--- src/rtl/uba_pkg.sv ---
// ----------------------------------------------------------------------------
// uba_pkg
//   Shared types and constants for the UBA interrupt arbiter slice.
//   - arb_state_t : vector-read sequencer states
//   - UBA_VECW    : width of one device interrupt vector
//   - UBA_PIW     : width of a PI level field
//   - UBA_DATAW   : width of the CPU-side vector data bus
// ----------------------------------------------------------------------------
package uba_pkg;

    localparam int UBA_VECW  = 16;
    localparam int UBA_PIW   = 3;
    localparam int UBA_DATAW = 36;

    typedef enum logic [1:0] {
        IDLE    = 2'd0,
        ARB     = 2'd1,
        ACK     = 2'd2,
        WAITCLR = 2'd3
    } arb_state_t;

    // A PI field of zero means the group is switched off.
    function automatic logic pi_enabled(input logic [UBA_PIW-1:0] lvl);
        return (lvl != '0);
    endfunction

endpackage

--- src/rtl/uba_prio_enc.sv ---
// ----------------------------------------------------------------------------
// uba_prio_enc
//   Lowest-index-wins priority encoder.
//   Ports:
//     req    in  N   request vector, bit 0 = highest priority
//     onehot out N   one-hot grant of the lowest set request bit (0 if none)
//     valid  out 1   at least one request present
// ----------------------------------------------------------------------------
module uba_prio_enc #(
    parameter int N = 4
) (
    input  logic [N-1:0] req,
    output logic [N-1:0] onehot,
    output logic         valid
);

    // Two's-complement trick: req & -req isolates the lowest set bit.
    assign onehot = req & (~req + N'(1));
    assign valid  = |req;

endmodule

--- src/rtl/uba_intr_arb.sv ---
// ----------------------------------------------------------------------------
// uba_intr_arb
//   Interrupt arbiter/sequencer for one UBA. Shares the high and low PI
//   channels among NDEV Unibus devices, drives the backplane PI request and
//   answers CPU vector-read cycles with the winning device's vector.
//   Ports:
//     clk        in   1         clock
//     rst        in   1         asynchronous active-low reset
//     regPIH     in   3         PI level of the high group (0 = off)
//     regPIL     in   3         PI level of the low group (0 = off)
//     devINTR    in   NDEV      per-device level interrupt request
//     devVECT    in   NDEV*16   per-device vector, device i at [16i+15:16i]
//     vectRD     in   1         CPU vector read, held until vectVALID
//     vectPI     in   3         PI level being acknowledged
//     busINTR    out  7         PI request, bit k-1 = level k
//     vectVALID  out  1         vector valid
//     vectDATA   out  36        zero-extended vector
//     vectNODEV  out  1         no requester at the acknowledged level
//     devIACK    out  NDEV      one-hot, one-cycle acknowledge
//     arbTIMEOUT out  1         one-cycle pulse when the clear wait expires
// ----------------------------------------------------------------------------
module uba_intr_arb
    import uba_pkg::*;
#(
    parameter int              NDEV   = 4,
    parameter logic [NDEV-1:0] HIMASK = 4'b0011,
    parameter int              TOCNT  = 255
) (
    input  logic                     clk,
    input  logic                     rst,
    input  logic [UBA_PIW-1:0]       regPIH,
    input  logic [UBA_PIW-1:0]       regPIL,
    input  logic [NDEV-1:0]          devINTR,
    input  logic [NDEV*UBA_VECW-1:0] devVECT,
    input  logic                     vectRD,
    input  logic [UBA_PIW-1:0]       vectPI,
    output logic [6:0]               busINTR,
    output logic                     vectVALID,
    output logic [UBA_DATAW-1:0]     vectDATA,
    output logic                     vectNODEV,
    output logic [NDEV-1:0]          devIACK,
    output logic                     arbTIMEOUT
);

    localparam logic [7:0] TO_LIM   = 8'(TOCNT);
    localparam logic [7:0] TO_LIMM1 = 8'(TOCNT - 1);

    arb_state_t             state_q, state_d;
    logic [UBA_PIW-1:0]     pi_q, pi_d;
    logic [NDEV-1:0]        devintr_q, devintr_d;
    logic [NDEV-1:0]        win_q, win_d;
    logic                   valid_q, valid_d;
    logic                   nodev_q, nodev_d;
    logic [UBA_DATAW-1:0]   data_q, data_d;
    logic [NDEV-1:0]        iack_q, iack_d;
    logic                   tmo_q, tmo_d;
    logic [7:0]             cnt_q, cnt_d;

    // ------------------------------------------------------------------
    // Backplane request, from the registered copy of devINTR
    // ------------------------------------------------------------------
    logic hi_req;
    logic lo_req;

    assign devintr_d = devINTR;
    assign hi_req    = |(devintr_q & HIMASK);
    assign lo_req    = |(devintr_q & ~HIMASK);

    // A level-0 group never matches gi+1, so a disabled group drops out
    // naturally; equal levels OR onto the same bit.
    for (genvar gi = 0; gi < 7; gi++) begin : g_bus
        assign busINTR[gi] = (hi_req && (regPIH == UBA_PIW'(gi + 1)))
                          || (lo_req && (regPIL == UBA_PIW'(gi + 1)));
    end

    // ------------------------------------------------------------------
    // Arbitration: candidate sets per group at the latched PI level
    // ------------------------------------------------------------------
    logic            hi_match, lo_match;
    logic [NDEV-1:0] hi_cand, lo_cand;
    logic [NDEV-1:0] hi_oh, lo_oh;
    logic            hi_vld, lo_vld;
    logic [NDEV-1:0] win_sel;
    logic            win_any;
    logic [UBA_VECW-1:0] win_vec;

    assign hi_match = pi_enabled(pi_q) && (pi_q == regPIH);
    assign lo_match = pi_enabled(pi_q) && (pi_q == regPIL);
    assign hi_cand  = hi_match ? (devINTR & HIMASK)  : '0;
    assign lo_cand  = lo_match ? (devINTR & ~HIMASK) : '0;

    uba_prio_enc #(.N(NDEV)) u_enc_hi (
        .req    (hi_cand),
        .onehot (hi_oh),
        .valid  (hi_vld)
    );

    uba_prio_enc #(.N(NDEV)) u_enc_lo (
        .req    (lo_cand),
        .onehot (lo_oh),
        .valid  (lo_vld)
    );

    // High group takes precedence when both groups sit at the acked level.
    assign win_sel = hi_vld ? hi_oh : lo_oh;
    assign win_any = hi_vld | lo_vld;

    // One-hot AND-OR vector mux.
    logic [UBA_VECW-1:0] vec_masked [NDEV];
    for (genvar gi = 0; gi < NDEV; gi++) begin : g_vmux
        assign vec_masked[gi] = win_sel[gi] ? devVECT[gi*UBA_VECW +: UBA_VECW]
                                            : '0;
    end

    always_comb begin
        win_vec = '0;
        for (int i = 0; i < NDEV; i++) begin
            win_vec = win_vec | vec_masked[i];
        end
    end

    // ------------------------------------------------------------------
    // Sequencer
    // ------------------------------------------------------------------
    logic intr_clr;
    logic tmo_done;

    // With no winner win_q is zero, so the device condition is already met.
    assign intr_clr = ~|(win_q & devINTR);
    assign tmo_done = (cnt_q == TO_LIM);

    always_comb begin
        state_d = state_q;
        pi_d    = pi_q;
        win_d   = win_q;
        valid_d = valid_q;
        nodev_d = nodev_q;
        data_d  = data_q;
        iack_d  = '0;
        tmo_d   = 1'b0;
        cnt_d   = cnt_q;

        case (state_q)
            IDLE: begin
                if (vectRD) begin
                    pi_d    = vectPI;
                    state_d = ARB;
                end
            end

            ARB: begin
                // Winner is frozen here; later devINTR changes are ignored.
                win_d   = win_sel;
                iack_d  = win_sel;
                valid_d = 1'b1;
                nodev_d = ~win_any;
                data_d  = {{(UBA_DATAW-UBA_VECW){1'b0}}, win_vec};
                state_d = ACK;
            end

            ACK: begin
                cnt_d   = '0;
                state_d = WAITCLR;
            end

            WAITCLR: begin
                if (!intr_clr && !tmo_done) begin
                    cnt_d = cnt_q + 8'd1;
                    if (cnt_q == TO_LIMM1) begin
                        tmo_d = 1'b1;
                    end
                end
                if (!vectRD && (intr_clr || tmo_done)) begin
                    valid_d = 1'b0;
                    nodev_d = 1'b0;
                    data_d  = '0;
                    win_d   = '0;
                    state_d = IDLE;
                end
            end

            default: state_d = IDLE;
        endcase
    end

    always_ff @(posedge clk or negedge rst) begin
        if (!rst) begin
            state_q   <= IDLE;
            pi_q      <= '0;
            devintr_q <= '0;
            win_q     <= '0;
            valid_q   <= 1'b0;
            nodev_q   <= 1'b0;
            data_q    <= '0;
            iack_q    <= '0;
            tmo_q     <= 1'b0;
            cnt_q     <= '0;
        end else begin
            state_q   <= state_d;
            pi_q      <= pi_d;
            devintr_q <= devintr_d;
            win_q     <= win_d;
            valid_q   <= valid_d;
            nodev_q   <= nodev_d;
            data_q    <= data_d;
            iack_q    <= iack_d;
            tmo_q     <= tmo_d;
            cnt_q     <= cnt_d;
        end
    end

    assign vectVALID  = valid_q;
    assign vectNODEV  = nodev_q;
    assign vectDATA   = data_q;
    assign devIACK    = iack_q;
    assign arbTIMEOUT = tmo_q;

endmodule

--- config.mk ---
export PLATFORM = sky130hd
export DESIGN_NAME = uba_intr_arb
export DESIGN_NICKNAME = d
export VERILOG_FILES = /design/src/rtl/uba_pkg.sv /design/src/rtl/uba_prio_enc.sv /design/src/rtl/uba_intr_arb.sv
export SDC_FILE = /design/constraint.sdc
export NUM_CORES = 1
export LEC_CHECK = 0
export ABC_AREA = 1
export CAP_MARGIN = 20
export CORE_ASPECT_RATIO = 1.75
export CORE_MARGIN = 4
export CORE_UTILIZATION = 41
export CTS_CLUSTER_SIZE = 28
export DETAILED_ROUTE_END_ITERATION = 6
export GPL_TIMING_DRIVEN = 0
export PLACE_DENSITY = 0.79
export REMOVE_ABC_BUFFERS = 1
export SLEW_MARGIN = 20
export SYNTH_ARGS = -nofsm -noshare
export SYNTH_HDL_FRONTEND = slang
export SYNTH_SLANG_ARGS = --single-unit
--- constraint.sdc ---
create_clock -name clk -period 1.75 [get_ports clk]
set_input_delay 0.35 -clock clk [delete_from_list [all_inputs] [get_ports clk]]
set_output_delay 0.35 -clock clk [all_outputs]
set_load 0.05 [all_outputs]
==> results of run 1 <==
[sequential cells by signal, summed over array words and instances, names as in the netlist]
signal and count:
vectDATA 16, cnt_q 8, devIACK 4, devintr_q 4, win_q 4, pi_q 3, state_q 2, arbTIMEOUT 1
vectNODEV 1, vectVALID 1
[metrics by stage]
stage	utilization [%]	total power (µW)	hold slack, ns	setup TNS [ns]
4_1_cts	58.4	4880	0.476	0
2_1_floorplan	-	3010	0.0544	-0.372
3_3_place_gp	56.0	3780	0.461	-50.05
6_report	60.9	5080	0.319	0
5_1_grt	60.9	5390	0.325	-0.0343
3_5_place_dp	56.2	3850	0.283	-17.17
[critical path, cell delays in order (launching register included)]
cell and delay (ns):
dfrtp_1 0.37, or2_4 0.27, nand2_2 0.11, o22ai_1 0.09, buf_2 0.21
[path summary, 6_finish.rpt]
kind,depth (start not counted),slack [ns],to,startpoint
worst max-delay path,4,0.06,busINTR[6],devintr_q[3]
worst min-delay path,1,0.32,devintr_q[2],devINTR[2]
worst max register to register,8,0.11,cnt_q[0],cnt_q[0]
worst min register to register,2,0.47,vectDATA[1],vectDATA[1]
max in group asynchronous,3,0.76,vectNODEV,rst
min in group asynchronous,2,0.50,arbTIMEOUT,rst
[cells in the final DEF, fill, tap and decap left out, drive strengths merged, types with 6 or more instances in the layout]
master,count
nor2,66
clkdlybuf4s50,69
o22ai,6
inv,50
nand2,121
dlygate4sd2,30
nand4,6
buf,16
clkbuf,6
conb,20
dfrtp,44
ha,7
nand3,54
[cell type report]
| cell class | instances | area, µm² | area share, % |
|---|---|---|---|
| Multi-Input combinational cell | 309 | 1640 | 37.5 |
| Timing Repair Buffer | 118 | 1170 | 26.7 |
| Sequential cell | 44 | 1100 | 25.2 |
| Inverter | 50 | 188 | 4.29 |
| Clock buffer | 6 | 129 | 2.95 |
| Tap cell | 86 | 108 | 2.46 |
| Clock inverter | 2 | 35.0 | 0.802 |
[per-layer routing]
| layer | GRT usage, % | routed length, µm | up-vias |
|---|---|---|---|
| li1 | - | - | 1487 |
| met1 | 19.6 | 3150 | 1438 |
| met2 | 37.7 | 5160 | 118 |
| met3 | 3.07 | 574 | 15 |
| met4 | 7.16 | 184 | 0 |
| met5 | 0 | 0 | - |
[report_power, final]
part / total (µW) / leakage [µW] / switching [µW] / internal, µW
Combinational: 2640 / 0.00164 / 1800 / 834
Sequential: 1390 / 0.000585 / 153 / 1240
Clock: 1060 / 0.0000808 / 387 / 671
Total: 5080 / 0.00230 / 2340 / 2740
[cell families after synthesis]
logic type / after synthesis / share of synthesized area (%)
adders and majority gates: 7 / 2.93
AOI/OAI and AO/OA: 19 / 4.98
buffers and inverters: 81 / 14.3
xor gates and xnor gates: 6 / 1.76
muxes: 1 / 0.376
other: 1 / 0.125
and+or+nand+nor: 254 / 38.7
DFF: 44 / 36.8
[what timing repair did]
item / in CTS / in global routing
cloned: 1 / 1
hold buffers: 1 / 0
buffers inserted: 0 / 7
resized for setup: 80 / 15
pin swaps: 2 / 7
endpoints found under the hold margin: 14 / 0
setup endpoints to repair: 52 / 35
==> impl_metrics.py, run 1 <==
metrics = {
    "run_status": {
        "status": "finished clean",
    },
    "cells_and_area": {
        "drive_gt1_share_pct": 12.5,
        "layoutNonFillerInstCount": 615,
        "n_fill_cell": 620,
        "fin_nets": 615,
        "area_growth_pct": 46.1,
        "stdcell_area_mm2": 0.00437,
        "antenna_cells": 0,
    },
    "detailed_routing": {
        "routed-via-count": 3058,
        "antenna_left": 0,
        "route.detailed.drc": 0,
        "post_drt_wl_per_cell_um": 14.7,
        "via_per_inst": 4.97,
        "dr.pass1.iters": 5,
        "first_iter_violations": 132,
        "drt-total-wl_mm": 9.06,
    },
    "place": {
        "io_buffers": 109,
        "placed_cell_area_mm2": 0.00404,
        "gp_congestion": 0.881,
        "pre_cts_ws_ns": -0.845,
        "dp.cells": 597,
        "dp_hpwl_mm": 6.31,
    },
    "global_route": {
        "grt_pass1_vias": 2875,
        "antenna_found_initial": 0,
        "grt_overflow": 0,
        "grtUsageTotal_pct": 19.3,
        "grt_max_degree": 31,
        "grt_pass1_wl_mm": 13.4,
    },
    "synth": {
        "synth.top_cell.area_share_pct": 36.8,
        "synth_ff_type": "dfrtp_1",
        "postSynthAreaPerCell_um2": 7.24,
        "synth.distinct_cells": 34,
        "ys_top_cells_by_count": "nand2_1, nor2_1, nand3_1",
        "ys_ff_latch": 44,
        "synth_most_common_cell": "nand2_1",
        "ys_top_cells_by_area": "dfrtp_1, nand2_1, nand3_1",
        "synth-edff-count": 0,
        "ys_seq_area_share_pct": 36.8,
        "syn_area_mm2": 0.00299,
        "yosys.area.top_type": "dfrtp_1",
        "yosys_warnings": 0,
        "async_flop_share_pct": 100,
        "synthCells": 413,
    },
    "floorplan": {
        "die-area_mm2": 0.00878,
        "die_w_um": 72.6,
        "core_mm2": 0.00718,
        "ios": 130,
        "rows": 41,
        "chipHeight_um": 121,
        "start_util_pct": 41.7,
    },
    "setup_path": {
        "critPathKind": "register to output port",
        "cp.arrival_ns": 1.34,
        "critical_path_required_ns": 1.40,
        "crit_fanout": 4,
        "worstSetupStartpointType": "register",
        "end_kind": "output port",
    },
    "timing": {
        "period_share_pct": 96.4,
        "fmax_mhz": 593,
        "finalHoldViolCount": 0,
        "finalCriticalPeriod_ns": 1.69,
        "skew_ns": 0.00525,
        "slew_headroom_pct": 61.4,
        "worst_slew_pin_slew_ns": 0.576,
        "finalSetupViolations": 0,
        "setup_slack_ns": 0.0623,
        "slew_violations": 0,
    },
    "clocking": {
        "cts_root_buf": "clkbuf_16",
        "clock_sinks": 44,
        "cts_buffers": 5,
        "clk_pin_slew_ns": 0.06,
        "cts_max_level": 2,
        "cts_tree": "done",
        "worstSkewPairLatency_ns": 0.29,
        "ctsLongestPathBuffers": 2,
    },
    "power": {
        "peakVddDrop_v": 0.000542,
        "leakage_uw": 0.00230,
        "p_per_area_mw_per_mm2": 1160,
    },
    "worst_hold_path": {
        "hold_class": "input pin to register",
    },
    "job": {
        "cap_violations": 0,
    },
}
Note: power is estimated with default switching activity, not from simulation.
==> run 2: changes to the inputs <==
--- a/config.mk
+++ b/config.mk
@@ -12,8 +12,9 @@
 export CORE_UTILIZATION = 41
 export CTS_CLUSTER_SIZE = 28
 export DETAILED_ROUTE_END_ITERATION = 6
+export DONT_BUFFER_PORTS = 1
 export GPL_TIMING_DRIVEN = 0
-export PLACE_DENSITY = 0.79
+export PLACE_DENSITY = 0.56
 export REMOVE_ABC_BUFFERS = 1
 export SLEW_MARGIN = 20
 export SYNTH_ARGS = -nofsm -noshare
==> run 2 against run 1 <==
  * The run now ends with setup timing left
  * Global-route usage decreased by 1.9 points
  * Combinational power fell by 32%
  * Sequential cell count unchanged
  * Sequential power grew 35%
  * Register-to-register slack gained 0.05 ns
  * Worst setup slack lost 0.073 ns
  * First-iteration DRC count down 11%
  * Non-clock buffer count is 107 lower
  * Clock skew shrank 0.00057 ns
  * Utilization down 14 points
  * Via count shrank 15%
  * Critical endpoint is now busINTR[0]
  * Largest power group is now sequential cells
==> impl_metrics.py, run 2 (synthesis results as in run 1) <==
metrics = {
    "cells_and_area": {
        "area_growth_pct": 13.2,
        "drive_gt1_share_pct": 14.5,
        "postLayoutCoreUtil_pct": 47.2,
        "largest_reg_flops": 16,
        "final_cell_mix": "nand2_1, nor2_1, nand3_1, inv_1, dfrtp_1",
        "final_common_cell": "nand2_1",
        "fin_nets": 508,
        "layoutNonFillerInstCount": 507,
        "antenna_cells": 0,
    },
    "place": {
        "pre_cts_ws_ns": -0.272,
        "dp.cells": 487,
        "io_buffers": 0,
        "gp_congestion": 0.751,
        "dp_hpwl_mm": 5.48,
    },
    "global_route": {
        "use_met1_pct": 16.9,
        "grt_pass1_vias": 2461,
        "grtUsageTotal_pct": 17.4,
        "antenna_found_initial": 0,
        "use_met3_pct": 3.73,
        "use_met2_pct": 33.3,
        "grt_max_degree": 45,
        "grt_pass1_wl_mm": 11.8,
        "grt_busiest_layer": "met2",
        "grt_overflow": 0,
    },
    "clocking": {
        "cts_tree": "done",
        "cts_max_level": 2,
        "cts_root_buf": "clkbuf_16",
        "ctsLongestPathBuffers": 2,
        "clk_pin_slew_ns": 0.06,
        "clock_sinks": 44,
        "cts_buffers": 5,
        "worstSkewPairLatency_ns": 0.29,
    },
    "power": {
        "leakage_uw": 0.00176,
        "p_per_area_mw_per_mm2": 1350,
        "peakVddDrop_v": 0.000658,
    },
    "floorplan": {
        "rows": 41,
        "die_w_um": 72.6,
        "start_util_pct": 41.7,
        "core_mm2": 0.00718,
        "die-area_mm2": 0.00878,
        "chipHeight_um": 121,
        "ios": 130,
    },
    "setup_path": {
        "worstReg2RegStart": "cnt_q[0]",
        "slowest_delay_ns": 0.56,
        "worstSetupStartpointType": "register",
        "critical_path_required_ns": 1.40,
        "crit_fanout": 3,
        "cp.arrival_ns": 1.41,
        "path_depth": 3,
        "path_buf_inv": 0,
        "critPathKind": "register to output port",
        "worstSetupStartpoint": "devintr_q[2]",
        "worstPathCellList": "or2_2 -> nand2_1 -> o22ai_2",
        "r2r_slack_ns": 0.16,
        "cpMaxStageDelayCell": "o22ai_2",
        "end_kind": "output port",
        "worstReg2RegEnd": "vectVALID",
        "reg2regPathDepth": 7,
        "critical-path-top-delay-family": "compound AO/OA/AOI/OAI gates",
    },
    "job": {
        "cap_violations": 0,
    },
    "timing": {
        "skew_ns": 0.00469,
        "hold_ws_ns": 0.0920,
        "slew_headroom_pct": 57.4,
        "fmax_mhz": 568,
        "fin_setup_tns_ns": -0.0111,
        "rsz0062_at_grt": "yes",
        "slew_violations": 0,
        "finalHoldViolCount": 0,
        "period_share_pct": 101,
        "setup_slack_ns": -0.0111,
        "worst_slew_pin_slew_ns": 0.640,
        "finalSetupViolations": 1,
        "finalCriticalPeriod_ns": 1.76,
    },
    "detailed_routing": {
        "antenna_left": 0,
        "routed-via-count": 2596,
        "first_iter_violations": 118,
        "route.detailed.drc": 0,
        "post_drt_wl_per_cell_um": 15.7,
        "drt-total-wl_mm": 7.94,
        "via_per_inst": 5.12,
        "dr.pass1.iters": 4,
    },
    "worst_hold_path": {
        "hold_class": "input pin to register",
        "hp-start": "devINTR[3]",
        "worstHoldPathCells": 0,
        "hold_path_end": "devintr_q[3]",
    },
    "run_status": {
        "status": "finished, violations left",
        "violations": "setup timing",
    },
}
==> run 2: cell types whose count changed in the layout (fill, tap and decap cells not counted), sizes merged <==
| cell | delta |
|---|---|
| bufinv | -1 |
| dlygate4sd2 | -30 |
| clkdlybuf4s50 | -69 |
| clkdlybuf4s15 | -1 |
| dlymetal6s2s | -1 |
| buf | -6 |
==> run 2: power by group <==
part	switching (µW)	total [µW]	internal, µW
registers	655	1880	1230
clock network	370	888	519
logic	1210	1790	577
total	2230	4560	2320
==> run 2: repair_timing <==
action,CTS,global route
buffers inserted,0,9
pin swaps,0,8
endpoints found under the hold margin,44,0
gates resized for setup,5,18
cloned,0,2
endpoints found under the setup margin,24,34
hold buffers,2,0
==> run 2: through the flow <==
step           total power [µW]  area, µm²
6_report                   4560       3390
5_1_grt                    4880       3390
4_1_cts                    4330       3140
3_5_place_dp               3370       2940
3_3_place_gp               3330       2930
2_1_floorplan              3010       2820
==> run 2: worst max-delay path by stage <==
stage,to,slack [ns]
2_1_floorplan,busINTR[3],-0.30
3_3_place_gp,vectNODEV,-0.64
3_5_place_dp,vectNODEV,-0.27
4_1_cts,busINTR[4],-0.29
5_1_grt,busINTR[0],-0.1
6_report,busINTR[0],-0.01
==> run 2: cell type report <==
class	count	area [µm²]
Fill cell	760	3790
Multi-Input combinational cell	309	1700
Sequential cell	44	1100
Inverter	50	188
Timing Repair Buffer	11	155
Clock buffer	6	129
Tap cell	86	108
Clock inverter	1	5.00
==> run 2: metal layers <==
metal  routed length (µm)  up-vias
met1                 2800     1220
li1                     -     1277
met4                  242        0
met3                  467       16
met5                    0        -
met2                 4430       83
==> run 2: worst register-to-register path, cell delays in order (launching register included) <==
cell      delay, ns
dfrtp_2        0.40
ha_2           0.22
nand2_2        0.07
or2_1          0.26
nand3_4        0.15
o211ai_4       0.19
nand2_1        0.09
o21ai_0        0.08
